File: src/rtl/ram_rr_scheduler_if.sv
// Bundle of client handshake and RAM-side signals for ram_rr_scheduler.
// master: client logic plus RAM macro (drives requests and read data).
// slave : the scheduler itself.
`timescale 1ns/1ps
interface ram_rr_scheduler_if #(
    parameter int NUM_CLIENTS = 4,
    parameter int ADDR_W      = 4,
    parameter int DATA_W      = 8
);
    logic                          rst_done;
    logic [NUM_CLIENTS-1:0]        req;
    logic [NUM_CLIENTS-1:0]        rd_not_write;
    logic [NUM_CLIENTS*ADDR_W-1:0] addr;
    logic [NUM_CLIENTS*DATA_W-1:0] datain;
    logic [NUM_CLIENTS-1:0]        ack;
    logic [DATA_W-1:0]             dataout;
    logic [2:0]                    grant_id;
    logic                          mem_en;
    logic                          mem_we;
    logic [ADDR_W-1:0]             mem_addr;
    logic [DATA_W-1:0]             mem_wdata;
    logic [DATA_W-1:0]             mem_rdata;

    modport master (
        output req, rd_not_write, addr, datain, mem_rdata,
        input  rst_done, ack, dataout, grant_id,
               mem_en, mem_we, mem_addr, mem_wdata
    );

    modport slave (
        input  req, rd_not_write, addr, datain, mem_rdata,
        output rst_done, ack, dataout, grant_id,
               mem_en, mem_we, mem_addr, mem_wdata
    );
endinterface

File: src/rtl/ram_rr_scheduler.sv
// Round-robin scheduler sharing one single-port synchronous RAM between
// NUM_CLIENTS requesters. Each access takes three cycles: grant in IDLE,
// RAM access in ISSUE, read-data capture and ACK in WAIT.
// Optional macro RAM_CLEAR_EN: sweep the RAM to zero after reset before
// accepting any request.
`timescale 1ns/1ps
module ram_rr_scheduler #(
    parameter int NUM_CLIENTS = 4,
    parameter int ADDR_W      = 4,
    parameter int DATA_W      = 8
) (
    input  logic                 i_clk,
    input  logic                 i_rst,
    ram_rr_scheduler_if.slave    bus
);
    localparam logic [2:0]        LAST_CLIENT = 3'(NUM_CLIENTS - 1);
    localparam logic [ADDR_W-1:0] LAST_ADDR   = '1;

    typedef enum logic [1:0] {
`ifdef RAM_CLEAR_EN
        S_CLEAR = 2'd0,
`endif
        S_IDLE  = 2'd1,
        S_ISSUE = 2'd2,
        S_WAIT  = 2'd3
    } state_t;

`ifdef RAM_CLEAR_EN
    localparam state_t RESET_STATE = S_CLEAR;
`else
    localparam state_t RESET_STATE = S_IDLE;
`endif

    state_t                 r_state,     w_state_next;
    logic                   r_rst_done,  w_rst_done_next;
    logic [NUM_CLIENTS-1:0] r_ack,       w_ack_next;
    logic [DATA_W-1:0]      r_dataout,   w_dataout_next;
    logic [2:0]             r_grant_id,  w_grant_id_next;
    logic [2:0]             r_ptr,       w_ptr_next;
    logic                   r_rd,        w_rd_next;
    logic                   r_mem_en,    w_mem_en_next;
    logic                   r_mem_we,    w_mem_we_next;
    logic [ADDR_W-1:0]      r_mem_addr,  w_mem_addr_next;
    logic [DATA_W-1:0]      r_mem_wdata, w_mem_wdata_next;

    // Client inputs padded to 8 slots so a 3-bit index is always in range.
    logic [7:0]        w_req_pad;
    logic [7:0]        w_rd_pad;
    logic [ADDR_W-1:0] w_addr_arr [8];
    logic [DATA_W-1:0] w_data_arr [8];

    genvar gi;
    generate
        for (gi = 0; gi < 8; gi++) begin : g_client
            if (gi < NUM_CLIENTS) begin : g_live
                // A client being acked this cycle is masked so it cannot be re-granted.
                assign w_req_pad[gi]  = bus.req[gi] & ~r_ack[gi];
                assign w_rd_pad[gi]   = bus.rd_not_write[gi];
                assign w_addr_arr[gi] = bus.addr[gi*ADDR_W +: ADDR_W];
                assign w_data_arr[gi] = bus.datain[gi*DATA_W +: DATA_W];
            end else begin : g_pad
                assign w_req_pad[gi]  = 1'b0;
                assign w_rd_pad[gi]   = 1'b0;
                assign w_addr_arr[gi] = '0;
                assign w_data_arr[gi] = '0;
            end
        end
    endgenerate

    logic       w_found;
    logic [2:0] w_pick;
    logic [3:0] w_cand;

    // Round-robin search: first eligible requester after the pointer, wrapping.
    always_comb begin
        w_found = 1'b0;
        w_pick  = r_ptr;
        w_cand  = '0;
        for (int k = 1; k <= NUM_CLIENTS; k++) begin
            w_cand = {1'b0, r_ptr} + 4'(k);
            if (w_cand >= 4'(NUM_CLIENTS)) begin
                w_cand = w_cand - 4'(NUM_CLIENTS);
            end
            if (!w_found && w_req_pad[w_cand[2:0]]) begin
                w_found = 1'b1;
                w_pick  = w_cand[2:0];
            end
        end
    end

    // Next-state and next-output logic; RAM strobes default low every cycle.
    always_comb begin
        w_state_next     = r_state;
`ifdef RAM_CLEAR_EN
        w_rst_done_next  = r_rst_done;
`else
        w_rst_done_next  = 1'b1;
`endif
        w_ack_next       = '0;
        w_dataout_next   = r_dataout;
        w_grant_id_next  = r_grant_id;
        w_ptr_next       = r_ptr;
        w_rd_next        = r_rd;
        w_mem_en_next    = 1'b0;
        w_mem_we_next    = 1'b0;
        w_mem_addr_next  = r_mem_addr;
        w_mem_wdata_next = r_mem_wdata;
        case (r_state)
`ifdef RAM_CLEAR_EN
            S_CLEAR: begin
                // r_mem_en doubles as "sweep started"; the address register is the counter.
                if (!r_mem_en) begin
                    w_mem_en_next    = 1'b1;
                    w_mem_we_next    = 1'b1;
                    w_mem_addr_next  = '0;
                    w_mem_wdata_next = '0;
                end else if (r_mem_addr == LAST_ADDR) begin
                    w_state_next    = S_IDLE;
                    w_rst_done_next = 1'b1;
                end else begin
                    w_mem_en_next   = 1'b1;
                    w_mem_we_next   = 1'b1;
                    w_mem_addr_next = r_mem_addr + ADDR_W'(1);
                end
            end
`endif
            S_IDLE: begin
                if (r_rst_done && w_found) begin
                    w_state_next     = S_ISSUE;
                    w_grant_id_next  = w_pick;
                    w_rd_next        = w_rd_pad[w_pick];
                    w_mem_en_next    = 1'b1;
                    w_mem_we_next    = ~w_rd_pad[w_pick];
                    w_mem_addr_next  = w_addr_arr[w_pick];
                    w_mem_wdata_next = w_data_arr[w_pick];
                end
            end
            S_ISSUE: begin
                w_state_next = S_WAIT;
            end
            S_WAIT: begin
                if (r_rd) begin
                    w_dataout_next = bus.mem_rdata;
                end
                for (int c = 0; c < NUM_CLIENTS; c++) begin
                    w_ack_next[c] = (r_grant_id == 3'(c));
                end
                w_ptr_next   = r_grant_id;
                w_state_next = S_IDLE;
            end
            default: begin
                w_state_next = RESET_STATE;
            end
        endcase
    end

    // State and output registers; reset abandons any in-flight access.
    always_ff @(posedge i_clk or posedge i_rst) begin
        if (i_rst) begin
            r_state     <= RESET_STATE;
            r_rst_done  <= 1'b0;
            r_ack       <= '0;
            r_dataout   <= '0;
            r_grant_id  <= '0;
            r_ptr       <= LAST_CLIENT;
            r_rd        <= 1'b0;
            r_mem_en    <= 1'b0;
            r_mem_we    <= 1'b0;
            r_mem_addr  <= '0;
            r_mem_wdata <= '0;
        end else begin
            r_state     <= w_state_next;
            r_rst_done  <= w_rst_done_next;
            r_ack       <= w_ack_next;
            r_dataout   <= w_dataout_next;
            r_grant_id  <= w_grant_id_next;
            r_ptr       <= w_ptr_next;
            r_rd        <= w_rd_next;
            r_mem_en    <= w_mem_en_next;
            r_mem_we    <= w_mem_we_next;
            r_mem_addr  <= w_mem_addr_next;
            r_mem_wdata <= w_mem_wdata_next;
        end
    end

    assign bus.rst_done  = r_rst_done;
    assign bus.ack       = r_ack;
    assign bus.dataout   = r_dataout;
    assign bus.grant_id  = r_grant_id;
    assign bus.mem_en    = r_mem_en;
    assign bus.mem_we    = r_mem_we;
    assign bus.mem_addr  = r_mem_addr;
    assign bus.mem_wdata = r_mem_wdata;
endmodule

File: src/flat_wrapper.sv
// flat-port wrapper written by rule: the top's interface ports become plain ports
module ram_rr_scheduler_flat 
#(
    parameter int NUM_CLIENTS = 4,
    parameter int ADDR_W      = 4,
    parameter int DATA_W      = 8
)
  (i_clk, i_rst, bus_req, bus_rd_not_write, bus_addr, bus_datain, bus_mem_rdata, bus_rst_done, bus_ack, bus_dataout, bus_grant_id, bus_mem_en, bus_mem_we, bus_mem_addr, bus_mem_wdata);
  ram_rr_scheduler_if #(.NUM_CLIENTS(NUM_CLIENTS), .ADDR_W(ADDR_W), .DATA_W(DATA_W)) bus_i ();
  input  logic i_clk;
  input  logic i_rst;
  input wire logic [$bits(bus_i.req)-1:0] bus_req;
  input wire logic [$bits(bus_i.rd_not_write)-1:0] bus_rd_not_write;
  input wire logic [$bits(bus_i.addr)-1:0] bus_addr;
  input wire logic [$bits(bus_i.datain)-1:0] bus_datain;
  input wire logic [$bits(bus_i.mem_rdata)-1:0] bus_mem_rdata;
  output wire logic [$bits(bus_i.rst_done)-1:0] bus_rst_done;
  output wire logic [$bits(bus_i.ack)-1:0] bus_ack;
  output wire logic [$bits(bus_i.dataout)-1:0] bus_dataout;
  output wire logic [$bits(bus_i.grant_id)-1:0] bus_grant_id;
  output wire logic [$bits(bus_i.mem_en)-1:0] bus_mem_en;
  output wire logic [$bits(bus_i.mem_we)-1:0] bus_mem_we;
  output wire logic [$bits(bus_i.mem_addr)-1:0] bus_mem_addr;
  output wire logic [$bits(bus_i.mem_wdata)-1:0] bus_mem_wdata;
  assign bus_i.req = bus_req;
  assign bus_i.rd_not_write = bus_rd_not_write;
  assign bus_i.addr = bus_addr;
  assign bus_i.datain = bus_datain;
  assign bus_i.mem_rdata = bus_mem_rdata;
  assign bus_rst_done = bus_i.rst_done;
  assign bus_ack = bus_i.ack;
  assign bus_dataout = bus_i.dataout;
  assign bus_grant_id = bus_i.grant_id;
  assign bus_mem_en = bus_i.mem_en;
  assign bus_mem_we = bus_i.mem_we;
  assign bus_mem_addr = bus_i.mem_addr;
  assign bus_mem_wdata = bus_i.mem_wdata;
  ram_rr_scheduler #(.NUM_CLIENTS(NUM_CLIENTS), .ADDR_W(ADDR_W), .DATA_W(DATA_W)) u_core (.i_clk(i_clk), .i_rst(i_rst), .bus(bus_i));
endmodule
File: config.mk
export PLATFORM = sky130hd
export DESIGN_NAME = ram_rr_scheduler_flat
export DESIGN_NICKNAME = d
export VERILOG_FILES = /design/src/rtl/ram_rr_scheduler_if.sv /design/src/rtl/ram_rr_scheduler.sv /design/src/flat_wrapper.sv
export SDC_FILE = /design/constraint.sdc
export NUM_CORES = 1
export LEC_CHECK = 0
export BUFFER_PORTS_ARGS = -buffer_cell sky130_fd_sc_hd__buf_2
export CAP_MARGIN = 40
export CORE_AREA = 2 2 70 72
export DETAILED_ROUTE_END_ITERATION = 8
export DIE_AREA = 0 0 72 74
export PLACE_DENSITY = 0.89
export SLEW_MARGIN = 20
export SYNTH_ARGS = -nofsm -noshare
export SYNTH_HDL_FRONTEND = slang
export SYNTH_SLANG_ARGS = --single-unit
File: constraint.sdc
create_clock -name i_clk -period 8.9 [get_ports i_clk]
set_input_delay 1.335 -clock i_clk [delete_from_list [all_inputs] [get_ports i_clk]]
set_output_delay 1.335 -clock i_clk [all_outputs]
set_load 0.02 [all_outputs]
=== After elaboration in Yosys (flattened, before gate mapping) ===
Cells that the tools add are included.

* Register bits after elaboration: 36
* Input port bits: 66
* Output and inout port bits: 30
* Word-level logic and storage cells: 91

* Add/sub/neg operators: 8
* Order comparisons: 10
* Equality and inequality tests: 7
* Mux-type cells: 35
* Bitwise gates (word level): 10
* Reduce and logical (&&, ||, !) cells: 10

{| class="wikitable"
|+ Operators with widths
! operator !! count
|-
| binary-select mux 8 bit (select 3 bit) || 1
|-
| two-way mux 3 bit || 8
|-
| < comparator 3 x 4 -> 1 bit (second input constant) || 5
|-
| greater-or-equal comparator 4 x 3 -> 1 bit (second input constant) || 4
|-
| two-way mux 8 bit || 2
|-
| binary-select mux 1 bit (select 3 bit) || 5
|-
| two-way mux 1 bit || 13
|-
| binary-select mux 4 bit (select 3 bit) || 1
|-
| two-way mux 4 bit || 3
|-
| subtractor 3 bit (second input constant) || 4
|-
| adder 3 x 2 -> 4 bit (second input constant) || 2
|-
| == test 3 x 2 -> 1 bit (second input constant) || 2
|-
| NOT 1 bit || 5
|-
| adder 3 x 1 -> 4 bit (second input constant) || 1
|-
| adder 3 x 3 -> 4 bit (second input constant) || 1
|-
| bitwise AND 1 bit || 4
|-
| == test 2 bit (second input constant) || 2
|-
| greater-or-equal comparator 4 bit (second input constant) || 1
|-
| logical AND 1 bit || 4
|-
| NOT 3 -> 4 bit || 1
|-
| one-hot mux 2 bit (2 select lines) || 1
|-
| AND reduction 2 bit || 2
|-
| == test 3 x 1 -> 1 bit (second input constant) || 1
|-
| zero test 1 bit || 3
|-
| 4 further kinds || 4
|}

=== Depth between registers and ports, before layout ===
* Word-level depth: 20
* Gate-level depth with buffers: 11

=== Worst setup path before layout ===
No wires, ideal clock.

* Kind: in2reg
* Start point: input bus_req[0]
* End point: register u_core.r_mem_addr[3], in the netlist u_core.bus.mem_addr[3]
* Arrival: 3.014 ns
* Setup slack: 5.746 ns
* Stages on the path: 7
* Path buffers: 1
* Cell sequence: or3b_2 -> a211oi_1 -> or4_1 -> o211ai_1 -> buf_4 -> a2111oi_0 -> a211oi_1

* Word-level cells in the longest chain between the ends: 17

{| class="wikitable"
|+ RTL lines
! element !! line !! text
|-
| start: declaration || flat_wrapper.sv:12 || <nowiki>input wire logic [$bits(bus_i.req)-1:0] bus_req;</nowiki>
|-
| bitwise AND 1 bit * || ram_rr_scheduler.sv:57 || <nowiki>assign w_req_pad[gi] = bus.req[gi] & ~r_ack[gi];</nowiki>
|-
| binary-select mux 1 bit (select 3 bit) || ram_rr_scheduler.sv:84 || <nowiki>if (!w_found && w_req_pad[w_cand[2:0]]) begin</nowiki>
|-
| two-way mux 1 bit (implied by the code) || ram_rr_scheduler.sv:84 ||
|-
| two-way mux 1 bit || ram_rr_scheduler.sv:84 ||
|-
| zero test 1 bit || ram_rr_scheduler.sv:84 ||
|-
| logical AND 1 bit || ram_rr_scheduler.sv:84 ||
|-
| two-way mux 1 bit || ram_rr_scheduler.sv:84 ||
|-
| zero test 1 bit || ram_rr_scheduler.sv:84 ||
|-
| logical AND 1 bit || ram_rr_scheduler.sv:84 ||
|-
| two-way mux 1 bit || ram_rr_scheduler.sv:84 ||
|-
| zero test 1 bit || ram_rr_scheduler.sv:84 ||
|-
| logical AND 1 bit || ram_rr_scheduler.sv:84 ||
|-
| two-way mux 3 bit || ram_rr_scheduler.sv:84 ||
|-
| NOT 3 -> 4 bit (implied by the code) || ram_rr_scheduler.sv:134 || <nowiki>w_mem_addr_next = w_addr_arr[w_pick];</nowiki>
|-
| binary-select mux 4 bit (select 3 bit) || ram_rr_scheduler.sv:134 ||
|-
| two-way mux 4 bit (implied by the code) (2 in a row) || ram_rr_scheduler.sv:134 ||
|-
| end signal: assignment || ram_rr_scheduler.sv:181 || <nowiki>r_mem_addr <= w_mem_addr_next;</nowiki>
|-
| end: declaration || ram_rr_scheduler.sv:43 || <nowiki>logic [ADDR_W-1:0] r_mem_addr, w_mem_addr_next;</nowiki>
|}

Every way passes the cells marked *; elsewhere a longest branch is shown, timed or not. The select of a mux whose other input is x is not followed.
A chain may end at the register's enable or synchronous reset.

=== Worst setup path in the final report ===
* Start point: register u_core.r_ptr[0]
* End point: register u_core.r_mem_wdata[0], in the netlist u_core.bus.mem_wdata[0]

* Word-level cells in the longest chain between the ends: 19

{| class="wikitable"
|+ RTL lines
! element !! line !! text
|-
| start: declaration || ram_rr_scheduler.sv:39 || <nowiki>logic [2:0] r_ptr, w_ptr_next;</nowiki>
|-
| start signal: assignment || ram_rr_scheduler.sv:177 || <nowiki>r_ptr <= w_ptr_next;</nowiki>
|-
| adder 3 x 1 -> 4 bit || ram_rr_scheduler.sv:80 || <nowiki>w_cand = {1'b0, r_ptr} + 4'(k);</nowiki>
|-
| greater-or-equal comparator 4 x 3 -> 1 bit / subtractor 3 bit (equally long branches) || ram_rr_scheduler.sv:81, ram_rr_scheduler.sv:82 ||
|-
| two-way mux 3 bit || ram_rr_scheduler.sv:81 || <nowiki>if (w_cand >= 4'(NUM_CLIENTS)) begin</nowiki>
|-
| binary-select mux 1 bit (select 3 bit) || ram_rr_scheduler.sv:84 ||
|-
| two-way mux 1 bit (implied by the code) || ram_rr_scheduler.sv:84 ||
|-
| two-way mux 1 bit || ram_rr_scheduler.sv:84 ||
|-
| zero test 1 bit || ram_rr_scheduler.sv:84 ||
|-
| logical AND 1 bit || ram_rr_scheduler.sv:84 ||
|-
| [... 2 more ...] || n/a ||
|-
| logical AND 1 bit || ram_rr_scheduler.sv:84 ||
|-
| two-way mux 1 bit || ram_rr_scheduler.sv:84 ||
|-
| zero test 1 bit || ram_rr_scheduler.sv:84 ||
|-
| logical AND 1 bit || ram_rr_scheduler.sv:84 ||
|-
| two-way mux 3 bit || ram_rr_scheduler.sv:84 ||
|-
| NOT 3 -> 4 bit (implied by the code) || ram_rr_scheduler.sv:135 || <nowiki>w_mem_wdata_next = w_data_arr[w_pick];</nowiki>
|-
| binary-select mux 8 bit (select 3 bit) || ram_rr_scheduler.sv:135 ||
|-
| two-way mux 8 bit (implied by the code) (2 in a row) || ram_rr_scheduler.sv:135 ||
|-
| end signal: assignment || ram_rr_scheduler.sv:182 || <nowiki>r_mem_wdata <= w_mem_wdata_next;</nowiki>
|-
| end: declaration || ram_rr_scheduler.sv:44 || <nowiki>logic [DATA_W-1:0] r_mem_wdata, w_mem_wdata_next;</nowiki>
|}

Parallel ways exist; a longest one is shown, timed or not. The select of a mux whose other input is x is not followed.

==> impl_metrics.py <==
metrics = {
    "sta": {
        "max_slew_margin_pct": 41.9,
        "tightest_slew_ns": 0.869,
        "hold_viol": 0,
        "fin_crit_sh_pct": 41.4,
        "fmax_mhz": 271,
        "setup_tns_ns": 0,
        "skew_ns": 0.00922,
        "min_period_ns": 3.68,
        "slew_violations": 0,
        "setup_viol": 0,
        "rsz0062_at_grt": "false",
    },
    "yosys": {
        "synth-edff-count": 0,
        "synth_area_leader_cell": "dfrtp_1",
        "synth_seq_cells": 36,
        "seq_area_frac_synth_pct": 40.6,
        "ys_types": 58,
        "syn_area_per_cell_um2": 10.1,
        "ys.flop_type": "dfrtp_1",
        "synthCells": 221,
        "post-synth-top-area-fraction_pct": 37.0,
        "ys_warn_count": 0,
        "synth.area.top_cells": "dfrtp_1 37%, mux2i_1 6.7%, mux2_2 4.5%",
        "synth_nets": 292,
        "synth_area_mm2": 0.00223,
        "ys_async_sr_fraction_pct": 100,
    },
    "cells_and_area": {
        "antenna_cells": 0,
        "fillers": 392,
        "fin_nets": 387,
        "drive_gt1_share_pct": 42.0,
        "finalNonFillerCells": 371,
        "mostFrequentLayoutCells": "95 x buf_2, 33 x dfrtp_1, 22 x nand2_1",
        "area_delta_synth_final_pct": 28.9,
        "final_common_cell": "buf_2",
    },
    "setup_path": {
        "cp_max_fo": 19,
        "ff2ff_setup_slack_ns": 5.22,
        "startpoint": "u_core.r_ptr[0]",
        "timing.rr.start": "u_core.r_ptr[0]",
        "reg2reg_depth": 9,
        "cp.arrival_ns": 3.89,
        "r2r_end": "u_core.bus.mem_wdata[0]",
        "cp-start-kind": "flip-flop",
        "cp_data_required_time_ns": 9.10,
        "crit_path_end_kind": "flip-flop",
        "critPathKind": "reg -> reg",
    },
    "power": {
        "powerDensity_mw_per_mm2": 392,
        "power_leakage_nw": 1.42,
        "internal_power_uw": 615,
        "sw_frac_of_total_pct": 45.4,
        "ir_drop_v": 0.000200,
        "clkPwrFrac_pct": 14.0,
        "combPwrFrac_pct": 60.0,
        "netSwitchingPower_uw": 512,
        "p_seq_share_pct": 26.0,
    },
    "floorplan": {
        "start_util_pct": 48.5,
        "die-area_mm2": 0.00533,
        "die_h_um": 74,
        "ioPinCount": 96,
        "coreArea_mm2": 0.00460,
        "rows": 25,
        "dieWidth_um": 72,
    },
    "drt": {
        "drtIter0Drc": 142,
        "ant_nets": 0,
        "routed_wl_mm": 5.53,
        "dr.pass1.iters": 4,
        "num_vias": 2089,
        "vias_per_cell": 5.63,
        "drc_errors": 0,
        "wire_per_inst_um": 14.9,
    },
    "clocking": {
        "cts-resized-gates": 0,
        "numCtsBuffers": 5,
        "cts_hold_buf": 0,
        "cts-root-buf": "clkbuf_8",
        "postCtsSetupRepairBufs": 0,
        "clk_pin_slew_ns": 0.08,
        "tritoncts": "done",
        "htree_levels": 2,
        "clk_path_buf_depth": 2,
        "worstSkewPairLatency_ns": 0.29,
        "cts.sinks": 36,
    },
    "min_path": {
        "holdPathStages": 2,
        "min_from": "u_core.r_state[0]",
        "hold_class": "reg -> reg",
        "whs_endpoint": "u_core.r_state[0]",
    },
    "grt": {
        "grt_pass1_vias": 1983,
        "grt_pass1_wl_mm": 8.80,
        "antenna_found_initial": 0,
        "grt_remaining_overflow": 0,
        "grt_use_total_pct": 21.0,
        "grt_max_degree": 37,
    },
    "run": {
        "cap_violations": 0,
    },
    "placed_design": {
        "gp_congestion": 0.851,
        "port_buffers": 95,
        "dp.cells": 361,
        "post-dp-hpwl_mm": 4.20,
    },
    "status": {
        "status": "completed",
    },
}
[cells by family after synthesis]
logic type,synth area share (%)
DFF,40.6
and+or+nand+nor,17.3
adders and majority gates,2.81
buffers and inverters,4.32
muxes,12.3
other,0.168
AOI/OAI and AO/OA,22.5
[layout make-up]
class | count | area [µm²] | area share, %
tap | 54 | 67.6 | 2.35
multi-input combinational | 166 | 1230 | 42.8
sequential | 36 | 905 | 31.5
clock buffer | 7 | 96.3 | 3.35
inverter | 7 | 26.3 | 0.914
clock inverter | 1 | 30.0 | 1.04
timing repair buffer | 100 | 520 | 18.1
[sequential cells by signal, indices dropped and copies added (netlist names)]
| name | cells |
|---|---|
| u_core.bus.mem_addr | 4 |
| u_core.bus.mem_en | 1 |
| u_core.bus.grant_id | 3 |
| u_core.bus.mem_wdata | 8 |
| u_core.r_state | 2 |
| u_core.bus.rst_done | 1 |
| u_core.r_rd | 1 |
| u_core.r_ptr | 3 |
| u_core.bus.ack | 4 |
| u_core.bus.dataout | 8 |
| u_core.bus.mem_we | 1 |
[cell usage after synthesis, types with 2 or more instances]
cell,n
nor3b_1,3
dfrtp_1,33
mux2_2,9
mux2i_1,15
o21ai_0,5
or3b_2,2
ha_1,5
nor4bb_1,2
nand3b_1,2
and2_1,3
clkbuf_1,3
o211ai_1,2
nor3_1,2
a211oi_2,2
a21o_1,2
nor2_1,18
buf_2,5
inv_1,6
buf_4,3
nand2b_1,5
a2111oi_0,11
dfstp_2,3
and3b_1,3
o21ai_1,2
nand2_1,22
a211oi_1,10
a21oi_1,12
[routing by layer]
layer | routed length [µm] | up-vias | GRT usage (%)
met4 | 55 | 0 | 8.39
met3 | 291 | 6 | 3.66
li1 | - | 1016 | -
met5 | 0 | - | 0
met2 | 2730 | 73 | 34.1
met1 | 2460 | 994 | 28.4
[power groups by stage]
stage / registers [mW] / logic (mW) / clock network (mW)
floorplan: 0.359 / 0.439 / 0
global placement: 0.294 / 0.627 / 0
detailed placement: 0.297 / 0.664 / 0
CTS: 0.294 / 0.667 / 0.161
global route: 0.306 / 0.741 / 0.167
finish: 0.293 / 0.676 / 0.158
[worst max-delay path by stage]
stage | slack, ns | end | cells after the start
2_1_floorplan | 5.75 | u_core.bus.mem_addr[3] | 7
3_3_place_gp | 5.02 | u_core.bus.mem_wdata[0] | 8
3_5_place_dp | 4.94 | u_core.bus.mem_wdata[0] | 8
4_1_cts | 5.22 | u_core.bus.mem_wdata[0] | 9
5_1_grt | 4.90 | u_core.bus.mem_wdata[0] | 9
6_report | 5.22 | u_core.bus.mem_wdata[0] | 9
[stage by stage]
| stage | hold WS (ns) | util [%] | worst slack [ns] | cell area (µm²) | power (mW) |
|---|---|---|---|---|---|
| floorplan | 0.466 | - | 5.75 | 2230 | 0.798 |
| global placement | 0.478 | 58.9 | 5.02 | 2710 | 0.921 |
| global route | 0.527 | 62.5 | 4.90 | 2870 | 1.21 |
| CTS | 0.505 | 62.2 | 5.22 | 2860 | 1.12 |
| finish | 0.499 | 62.5 | 5.22 | 2870 | 1.13 |
| detailed placement | 0.488 | 59.4 | 4.94 | 2730 | 0.961 |
[worst max-delay path, cell delays in order (launching register included)]
cell and delay (ns):
dfstp_2 0.67, inv_1 0.14, ha_1 0.42, and3b_1 0.21, o211ai_1 0.34, nand2_1 0.20, o41ai_4 0.73, inv_2 0.31
and2_4 0.29, a221oi_2 0.28
Note: power is estimated with default switching activity, not from simulation.
